==> src/rtl/uart_rx_cfg.sv <==
// Runtime-configurable UART receiver: programmable divisor, 5-8 data bits, optional parity,
// 1 or 2 stop bits, 3-sample majority vote, false-start rejection and break detection.
module uart_rx_cfg #(
    parameter int unsigned CLK_FREQ = 24_000_000,
    parameter int unsigned UART_BPS = 9600,
    parameter int unsigned DIV_W    = 16
) (
    input  logic             sys_clk,
    input  logic             sys_rst_n,
    input  logic             rx,
    input  logic [DIV_W-1:0] cfg_div,
    input  logic [1:0]       cfg_data_bits,
    input  logic             cfg_parity_en,
    input  logic             cfg_parity_odd,
    input  logic             cfg_stop2,
    output logic [7:0]       po_data,
    output logic             po_flag,
    output logic             po_parity_err,
    output logic             po_frame_err,
    output logic             po_break,
    output logic             busy
);

    // The divisor shadow resets to the suggested default; it is reloaded on every start edge.
    localparam logic [DIV_W-1:0] DIV_RST = DIV_W'(CLK_FREQ / UART_BPS);
    localparam logic [DIV_W-1:0] DIV_MIN = DIV_W'(8);
    localparam logic [DIV_W-1:0] ONE     = DIV_W'(1);

    typedef enum logic [2:0] {
        StIdle,
        StStart,
        StData,
        StParity,
        StStop,
        StBrkWait
    } state_e;

    state_e state_q, state_d;

    logic rx_meta_q, rx_sync_q, rx_prev_q;
    logic fall;

    logic [DIV_W-1:0] div_q, div_d;
    logic [2:0]       last_idx_q, last_idx_d;
    logic             par_en_q, par_en_d;
    logic             par_odd_q, par_odd_d;
    logic             stop2_q, stop2_d;

    logic [DIV_W-1:0] cnt_q, cnt_d;
    logic [2:0]       bit_idx_q, bit_idx_d;
    logic             stop_idx_q, stop_idx_d;
    logic             s0_q, s0_d;
    logic             s1_q, s1_d;
    logic [7:0]       data_q, data_d;
    logic             zero_q, zero_d;
    logic             ferr_q, ferr_d;
    logic             perr_q, perr_d;

    logic [7:0] po_data_q, po_data_d;
    logic       po_flag_q, po_flag_d;
    logic       po_perr_q, po_perr_d;
    logic       po_ferr_q, po_ferr_d;
    logic       po_brk_q, po_brk_d;

    logic [DIV_W-1:0] half;
    logic             at_s0, at_s1, at_dec, bit_end;
    logic             vote;

    assign fall    = rx_prev_q & ~rx_sync_q;
    assign half    = div_q >> 1;
    assign at_s0   = (cnt_q == half - ONE);
    assign at_s1   = (cnt_q == half);
    assign at_dec  = (cnt_q == half + ONE);
    assign bit_end = (cnt_q == div_q - ONE);
    assign vote    = (s0_q & s1_q) | (s0_q & rx_sync_q) | (s1_q & rx_sync_q);

    always_ff @(posedge sys_clk or negedge sys_rst_n) begin
        if (!sys_rst_n) begin
            rx_meta_q  <= 1'b1;
            rx_sync_q  <= 1'b1;
            rx_prev_q  <= 1'b1;
            state_q    <= StIdle;
            div_q      <= DIV_RST;
            last_idx_q <= 3'd7;
            par_en_q   <= 1'b0;
            par_odd_q  <= 1'b0;
            stop2_q    <= 1'b0;
            cnt_q      <= '0;
            bit_idx_q  <= '0;
            stop_idx_q <= 1'b0;
            s0_q       <= 1'b0;
            s1_q       <= 1'b0;
            data_q     <= '0;
            zero_q     <= 1'b0;
            ferr_q     <= 1'b0;
            perr_q     <= 1'b0;
            po_data_q  <= '0;
            po_flag_q  <= 1'b0;
            po_perr_q  <= 1'b0;
            po_ferr_q  <= 1'b0;
            po_brk_q   <= 1'b0;
        end else begin
            rx_meta_q  <= rx;
            rx_sync_q  <= rx_meta_q;
            rx_prev_q  <= rx_sync_q;
            state_q    <= state_d;
            div_q      <= div_d;
            last_idx_q <= last_idx_d;
            par_en_q   <= par_en_d;
            par_odd_q  <= par_odd_d;
            stop2_q    <= stop2_d;
            cnt_q      <= cnt_d;
            bit_idx_q  <= bit_idx_d;
            stop_idx_q <= stop_idx_d;
            s0_q       <= s0_d;
            s1_q       <= s1_d;
            data_q     <= data_d;
            zero_q     <= zero_d;
            ferr_q     <= ferr_d;
            perr_q     <= perr_d;
            po_data_q  <= po_data_d;
            po_flag_q  <= po_flag_d;
            po_perr_q  <= po_perr_d;
            po_ferr_q  <= po_ferr_d;
            po_brk_q   <= po_brk_d;
        end
    end

    always_comb begin
        state_d    = state_q;
        div_d      = div_q;
        last_idx_d = last_idx_q;
        par_en_d   = par_en_q;
        par_odd_d  = par_odd_q;
        stop2_d    = stop2_q;
        cnt_d      = cnt_q;
        bit_idx_d  = bit_idx_q;
        stop_idx_d = stop_idx_q;
        s0_d       = s0_q;
        s1_d       = s1_q;
        data_d     = data_q;
        zero_d     = zero_q;
        ferr_d     = ferr_q;
        perr_d     = perr_q;
        po_data_d  = po_data_q;
        po_flag_d  = 1'b0;
        po_perr_d  = po_perr_q;
        po_ferr_d  = po_ferr_q;
        po_brk_d   = po_brk_q;

        if (state_q != StIdle && state_q != StBrkWait) begin
            cnt_d = bit_end ? '0 : cnt_q + ONE;
            if (at_s0) s0_d = rx_sync_q;
            if (at_s1) s1_d = rx_sync_q;
        end

        unique case (state_q)
            StIdle: begin
                cnt_d = '0;
                if (fall) begin
                    state_d    = StStart;
                    div_d      = (cfg_div < DIV_MIN) ? DIV_MIN : cfg_div;
                    last_idx_d = 3'd4 + {1'b0, cfg_data_bits};
                    par_en_d   = cfg_parity_en;
                    par_odd_d  = cfg_parity_odd;
                    stop2_d    = cfg_stop2;
                    bit_idx_d  = '0;
                    stop_idx_d = 1'b0;
                    data_d     = '0;
                    zero_d     = 1'b1;
                    ferr_d     = 1'b0;
                    perr_d     = 1'b0;
                end
            end
            StStart: begin
                if (at_dec && vote) begin
                    state_d = StIdle;
                    cnt_d   = '0;
                end else if (bit_end) begin
                    state_d   = StData;
                    bit_idx_d = '0;
                end
            end
            StData: begin
                if (at_dec) begin
                    data_d[bit_idx_q] = vote;
                    if (vote) zero_d = 1'b0;
                end
                if (bit_end) begin
                    if (bit_idx_q == last_idx_q) begin
                        state_d    = par_en_q ? StParity : StStop;
                        stop_idx_d = 1'b0;
                    end else begin
                        bit_idx_d = bit_idx_q + 3'd1;
                    end
                end
            end
            StParity: begin
                if (at_dec) begin
                    perr_d = vote ^ (^data_q) ^ par_odd_q;
                    if (vote) zero_d = 1'b0;
                end
                if (bit_end) state_d = StStop;
            end
            StStop: begin
                // Report at the vote of the final stop bit so a back-to-back start is not missed.
                if (at_dec) begin
                    ferr_d = ferr_q | ~vote;
                    if (!stop_idx_q && !vote && zero_q) begin
                        state_d   = StBrkWait;
                        cnt_d     = '0;
                        po_flag_d = 1'b1;
                        po_data_d = data_q;
                        po_perr_d = perr_q;
                        po_ferr_d = 1'b1;
                        po_brk_d  = 1'b1;
                    end else if (stop_idx_q == stop2_q) begin
                        state_d   = StIdle;
                        cnt_d     = '0;
                        po_flag_d = 1'b1;
                        po_data_d = data_q;
                        po_perr_d = perr_q;
                        po_ferr_d = ferr_q | ~vote;
                        po_brk_d  = 1'b0;
                    end
                end else if (bit_end) begin
                    stop_idx_d = 1'b1;
                end
            end
            StBrkWait: begin
                cnt_d = '0;
                if (rx_sync_q) state_d = StIdle;
            end
            default: begin
                state_d = StIdle;
                cnt_d   = '0;
            end
        endcase
    end

    assign po_data       = po_data_q;
    assign po_flag       = po_flag_q;
    assign po_parity_err = po_perr_q;
    assign po_frame_err  = po_ferr_q;
    assign po_break      = po_brk_q;
    assign busy          = (state_q != StIdle);

endmodule

==> config.mk <==
export PLATFORM = sky130hd
export DESIGN_NAME = uart_rx_cfg
export DESIGN_NICKNAME = d
export VERILOG_FILES = /design/src/rtl/uart_rx_cfg.sv
export SDC_FILE = /design/constraint.sdc
export NUM_CORES = 1
export LEC_CHECK = 0
export BUFFER_PORTS_ARGS = -buffer_cell sky130_fd_sc_hd__buf_4
export CAP_MARGIN = 20
export CORE_UTILIZATION = 47
export DETAILED_ROUTE_END_ITERATION = 7
export HOLD_SLACK_MARGIN = 0.15
export MAX_ROUTING_LAYER = met4
export SYNTH_ARGS = -nofsm -noshare
export SYNTH_HDL_FRONTEND = slang
export SYNTH_SLANG_ARGS = --single-unit
==> constraint.sdc <==
create_clock -name sys_clk -period 6.3 [get_ports sys_clk]
set_input_delay 0.63 -clock sys_clk [delete_from_list [all_inputs] [get_ports sys_clk]]
set_output_delay 0.63 -clock sys_clk [all_outputs]
set_load 0.01 [all_outputs]
* Word-level counts from Yosys, hierarchy flattened
Index checks and enable logic that the tools add are counted.
Word-level totals: bits in registers 73, logic and storage cells 159
Cells by class: add/subtract/negate cells 6, $lt $le $gt $ge 3, eq/ne operators 29, mux-type cells 58, bitwise logic cells 11, reduce and logical (&&, ||, !) cells 29
Operators by type and width (number):
- $mux 16 | 7
- $eq 16x16->1 | 3
- $mux 3 | 16
- $pmux 16 s3 | 1
- $mux 8 | 4
- $ne 2x2->1 const B | 13
- $mux 1 | 21
- $pmux 3 s6 | 1
- $add 15x1->16 const B | 1
- $add 16x1->16 const B | 1
- $eq 16x15->1 | 1
- $lt 16x4->1 const B | 1
- $pmux 8 s2 | 1
- $sub 15x1->16 const B | 1
- $sub 16x1->16 const B | 1
- $reduce_and 3->1 | 4
- $reduce_and 6->1 | 2
- $reduce_bool 2->1 | 5
- $ne 3x3->1 const B | 3
- $pmux 3 s3 | 1
- $reduce_bool 3->1 | 3
- $bwmux 8 | 1
- $reduce_and 8->1 | 1
- $reduce_xor 8->1 | 1
- 23 further kinds | 42

* Depth between registers and ports, before layout
depth after elaboration 9, mapped depth 13

* Worst setup path before layout
No wires, ideal clock.
path kind register to register, start register div_q[2], end register po_data_q[1], in the netlist po_data[1], setup time 125 ps, data arrival time 3888 ps, required time 6175 ps, slack 2287 ps, cell stages (with the launch flop) 13, buffers on the path 3, cell sequence dfstp_2 -> clkbuf_1 -> inv_1 -> ha_1 -> xnor2_1 -> or2b_2 -> or4_1 -> or4_4 -> nor4_4 -> and3_2 -> buf_2 -> buf_6 -> mux2_2
On the way: longest elaborated chain between the ends 3
RTL lines:
- start: declaration | line 43 | logic [DIV_W-1:0] div_q, div_d;
- start signal: assignment | line 107 | div_q <= div_d;
- $add 15x1->16 | line 73 | assign at_dec = (cnt_q == half + ONE);
- $eq 16x16->1 | line 73
- $reduce_and 3->1 (no line)
- end signal: assignment | line 121 | po_data_q <= po_data_d;
- end: declaration | line 59 | logic [7:0] po_data_q, po_data_d;
Every way passes these cells. A chain may end at the register's enable or synchronous reset.

* Worst setup path in the final report
start register div_q[2], end register cnt_q[8]
On the way: longest elaborated chain between the ends 8
RTL lines:
- $sub 16x1->16 | line 74 | assign bit_end = (cnt_q == div_q - ONE);
- $eq 16x16->1 | line 74
- $mux 16 | line 152 | cnt_d = bit_end ? '0 : cnt_q + ONE;
- $mux 16 | line 151 | if (state_q != StIdle && state_q != StBrkWait) begin
- $mux 16 | line 217 | end else if (stop_idx_q == stop2_q) begin
- $mux 16 | line 209 | if (!stop_idx_q && !vote && zero_q) begin
- $mux 16 | line 207 | if (at_dec) begin
- $pmux 16 s3 * | line 157 | unique case (state_q)
- net cnt_d[8] | line 49 | logic [DIV_W-1:0] cnt_q, cnt_d;
- end signal: assignment | line 112 | cnt_q <= cnt_d;
- end: declaration | line 49
The timed path passes the listed nets; every way through them passes the cells marked *.

==> impl_metrics.csv <==
group,metric,value,unit
outcome,status,"completed",
clocking,clock-sinks,72,
sta,fmax,235,MHz
power,power.leakage,2.33,nW
sta,worstMarginPinSlew,924,ps
place,port_buffers,36,
sta,min_period_over_period,67.5,%
layout,most-common-layout-cells,"90 x nand2_1, 62 x dfrtp_1, 46 x nor2_1",
logic_synthesis,syn_inst,605,
global_route,track_usage,26.5,%
detailed_routing,drt_iter0_markers,305,
logic_synthesis,async_flop_share,100,%
die,die_h,106,µm
detailed_routing,via_count,4436,
clocking,clk_pin_slew,80,ps
clocking,clk_latency,360,ps
layout,drive_gt1_share,15.8,%
place,dpl.hpwl,9650,µm
layout,final_common_cell,"nand2_1",
critical_path,startpoint_type,"register",
logic_synthesis,synth.ff_latch_count,72,
job,cap_violations,0,
clocking,cts_tree,"built",
clocking,cts_buffers,9,
layout,nFillCells,997,
logic_synthesis,synth_top_flop_cell,"dfrtp_1",
clocking,post_cts_buffers,0,
global_route,grt_pass1_wl,22600,µm
place,place.gp.congestion,0.918,
detailed_routing,drcViolationCount,0,
global_route,overflow,0,
detailed_routing,via_per_inst,5.91,
layout,nets,638,
sta,setup_tns,0,ps
logic_synthesis,yosysSeqAreaShare,35.5,%
layout,area_growth,8.49,%
clocking,clock_path_buffers,2,
die,core,10400,µm²
sta,post-route-min-period,4250,ps
detailed_routing,dr.pass1.iters,5,
die,ios,37,
clocking,cts_resized,0,
logic_synthesis,synth_top_area_cell,"dfrtp_1",
sta,finClkSkew,8.12,ps
power,vdd_ir_drop_max,0.000210,V
sta,finalSetupViolCount,0,
global_route,grt_pass1_vias,4387,
power,p_total,2.04,mW
logic_synthesis,ys_types,69,
layout,postLayoutCoreUtil,53.2,%
die,die_area,11300,µm²
critical_path,end_kind,"register",
critical_path,crit_type,"reg -> reg",
critical_path,required,6510,ps
layout,num_antenna_cells,0,
die,start_util,49.1,%
global_route,grt_start_max_net_pins,73,
logic_synthesis,synth_warnings,0,
critical_path,worstPathCellList,"inv_1, ha_1, xnor2_1, or2b_2, or4_1, or4_4, nor4_4, a21oi_2, o31ai_4, nor2_1",
logic_synthesis,synth_nets,634,
sta,grt_setup_unrepaired,"false",
sta,maxSlewHeadroom,38.4,%
die,num_rows,37,
logic_synthesis,syn-cell-area,5110,µm²
logic_synthesis,synth_top_area_share,30.4,%
detailed_routing,final_antenna_net_count,0,
sta,drv_slew,0,
clocking,cts_root_buf,"clkbuf_8",
die,fp.dieW,106,µm
detailed_routing,drt_wl_total,13400,µm
critical_path,arrival,4460,ps
logic_synthesis,synth_area_leaders,"dfrtp_1 30%, xnor2_1 6.7%, nand2_1 6.6%",
critical_path,slowest_delay,680,ps
global_route,antenna_found_initial,0,
power,cellPowerDensity,367,nW/µm²
clocking,htreeDepth,3,
sta,hold_viol,0,
min_path,min_path_type,"reg -> reg",
detailed_routing,wire_per_inst,17.9,µm
critical_path,critPathMaxFanout,16,
logic_synthesis,synth_edf_count,0,
critical_path,crit_path_top_delay_cell,"dfstp_2",
logic_synthesis,postSynthAreaPerCell,8.45,µm²
clocking,holdBufCountCts,0,
==> synthesized netlist by cell type (8+ instances only) <==
| master | instances |
|---|---|
| nand2_1 | 90 |
| dfrtp_1 | 62 |
| nor2_1 | 46 |
| xnor2_1 | 39 |
| clkbuf_1 | 33 |
| xor2_1 | 28 |
| nand3_1 | 27 |
| nor3_1 | 21 |
| o21ai_0 | 20 |
| a21oi_1 | 16 |
| inv_1 | 16 |
| mux2_2 | 13 |
| nand4_1 | 13 |
| nor4_1 | 12 |
| mux2i_1 | 11 |
| dfstp_2 | 10 |
| nand2b_1 | 10 |
| nor2b_1 | 8 |
| or3_1 | 8 |
==> per-stage QoR <==
step	area (µm²)	worst slack (ps)	instances	hold WS, ps
6_report	5550	2050	750	361
3_3_place_gp	5350	2170	734	347
2_1_floorplan	5110	2290	605	334
4_1_cts	5550	2080	750	360
3_5_place_dp	5350	2100	734	351
5_1_grt	5550	1750	750	357
==> registers in the layout, summed over array words and instances (netlist names), 2 cells and up <==
signal	cells
data_q	8
last_idx_q	2
cnt_q	16
po_data	8
state_q	3
div_q	16
bit_idx_q	3
==> layout make-up <==
class | instances | area (µm²) | share of cell area, %
timing repair buffer | 39 | 293 | 5.28
clock buffer | 12 | 165 | 2.98
sequential | 72 | 1810 | 32.7
tap | 136 | 170 | 3.07
inverter | 16 | 60.1 | 1.08
multi-input combinational | 471 | 3020 | 54.4
clock inverter | 4 | 27.5 | 0.496
==> worst max-delay path, delay by kind of cell (launching register included) <==
kind            cells  cell delay [ps]
flops               1              680
fa+ha+maj           1              290
buf+inv             1               90
simple gates        5             2020
compound gates      2              830
xor+xnor            1              190
==> path summary, 6_finish.rpt <==
kind                       startpoint         to  slack, ps  cells after the start
max                          div_q[2]   cnt_q[8]       2050                     10
min                         rx_meta_q  rx_sync_q        360                      0
max reg2reg                  div_q[2]   cnt_q[8]       2050                     10
min reg2reg                 rx_meta_q  rx_sync_q        360                      0
max in group asynchronous   sys_rst_n  cnt_q[12]       5300                      1
min in group asynchronous   sys_rst_n       s1_q        390                      1
==> logic make-up (layout without fill, tap and decap cells) <==
kind of cell             Yosys count  after routing  synth area share [%]
multiplexers                      24             24                  5.02
buffers and inverters             62             71                  5.51
flip-flops                        72             72                  35.5
adder cells (fa/ha/maj)            5              5                  1.22
XOR/XNOR                          67             67                  11.5
AND/OR/NAND/NOR                  284            284                  28.9
AO/OA/AOI/OAI                     91             91                  12.3
==> per-layer routing <==
layer  routed length (µm)  global-route usage (%)
met4                  352                    11.8
met1                 6100                    35.3
met2                 6340                    40.6
met3                  633                    3.25
met5                    0                       -
==> power by group <==
| group | leakage, nW | switching (mW) | internal, mW |
|---|---|---|---|
| clock network | 0.0906 | 0.186 | 0.175 |
| registers | 0.932 | 0.247 | 0.564 |
| logic | 1.31 | 0.494 | 0.371 |
(Power assumes the default switching activity.)
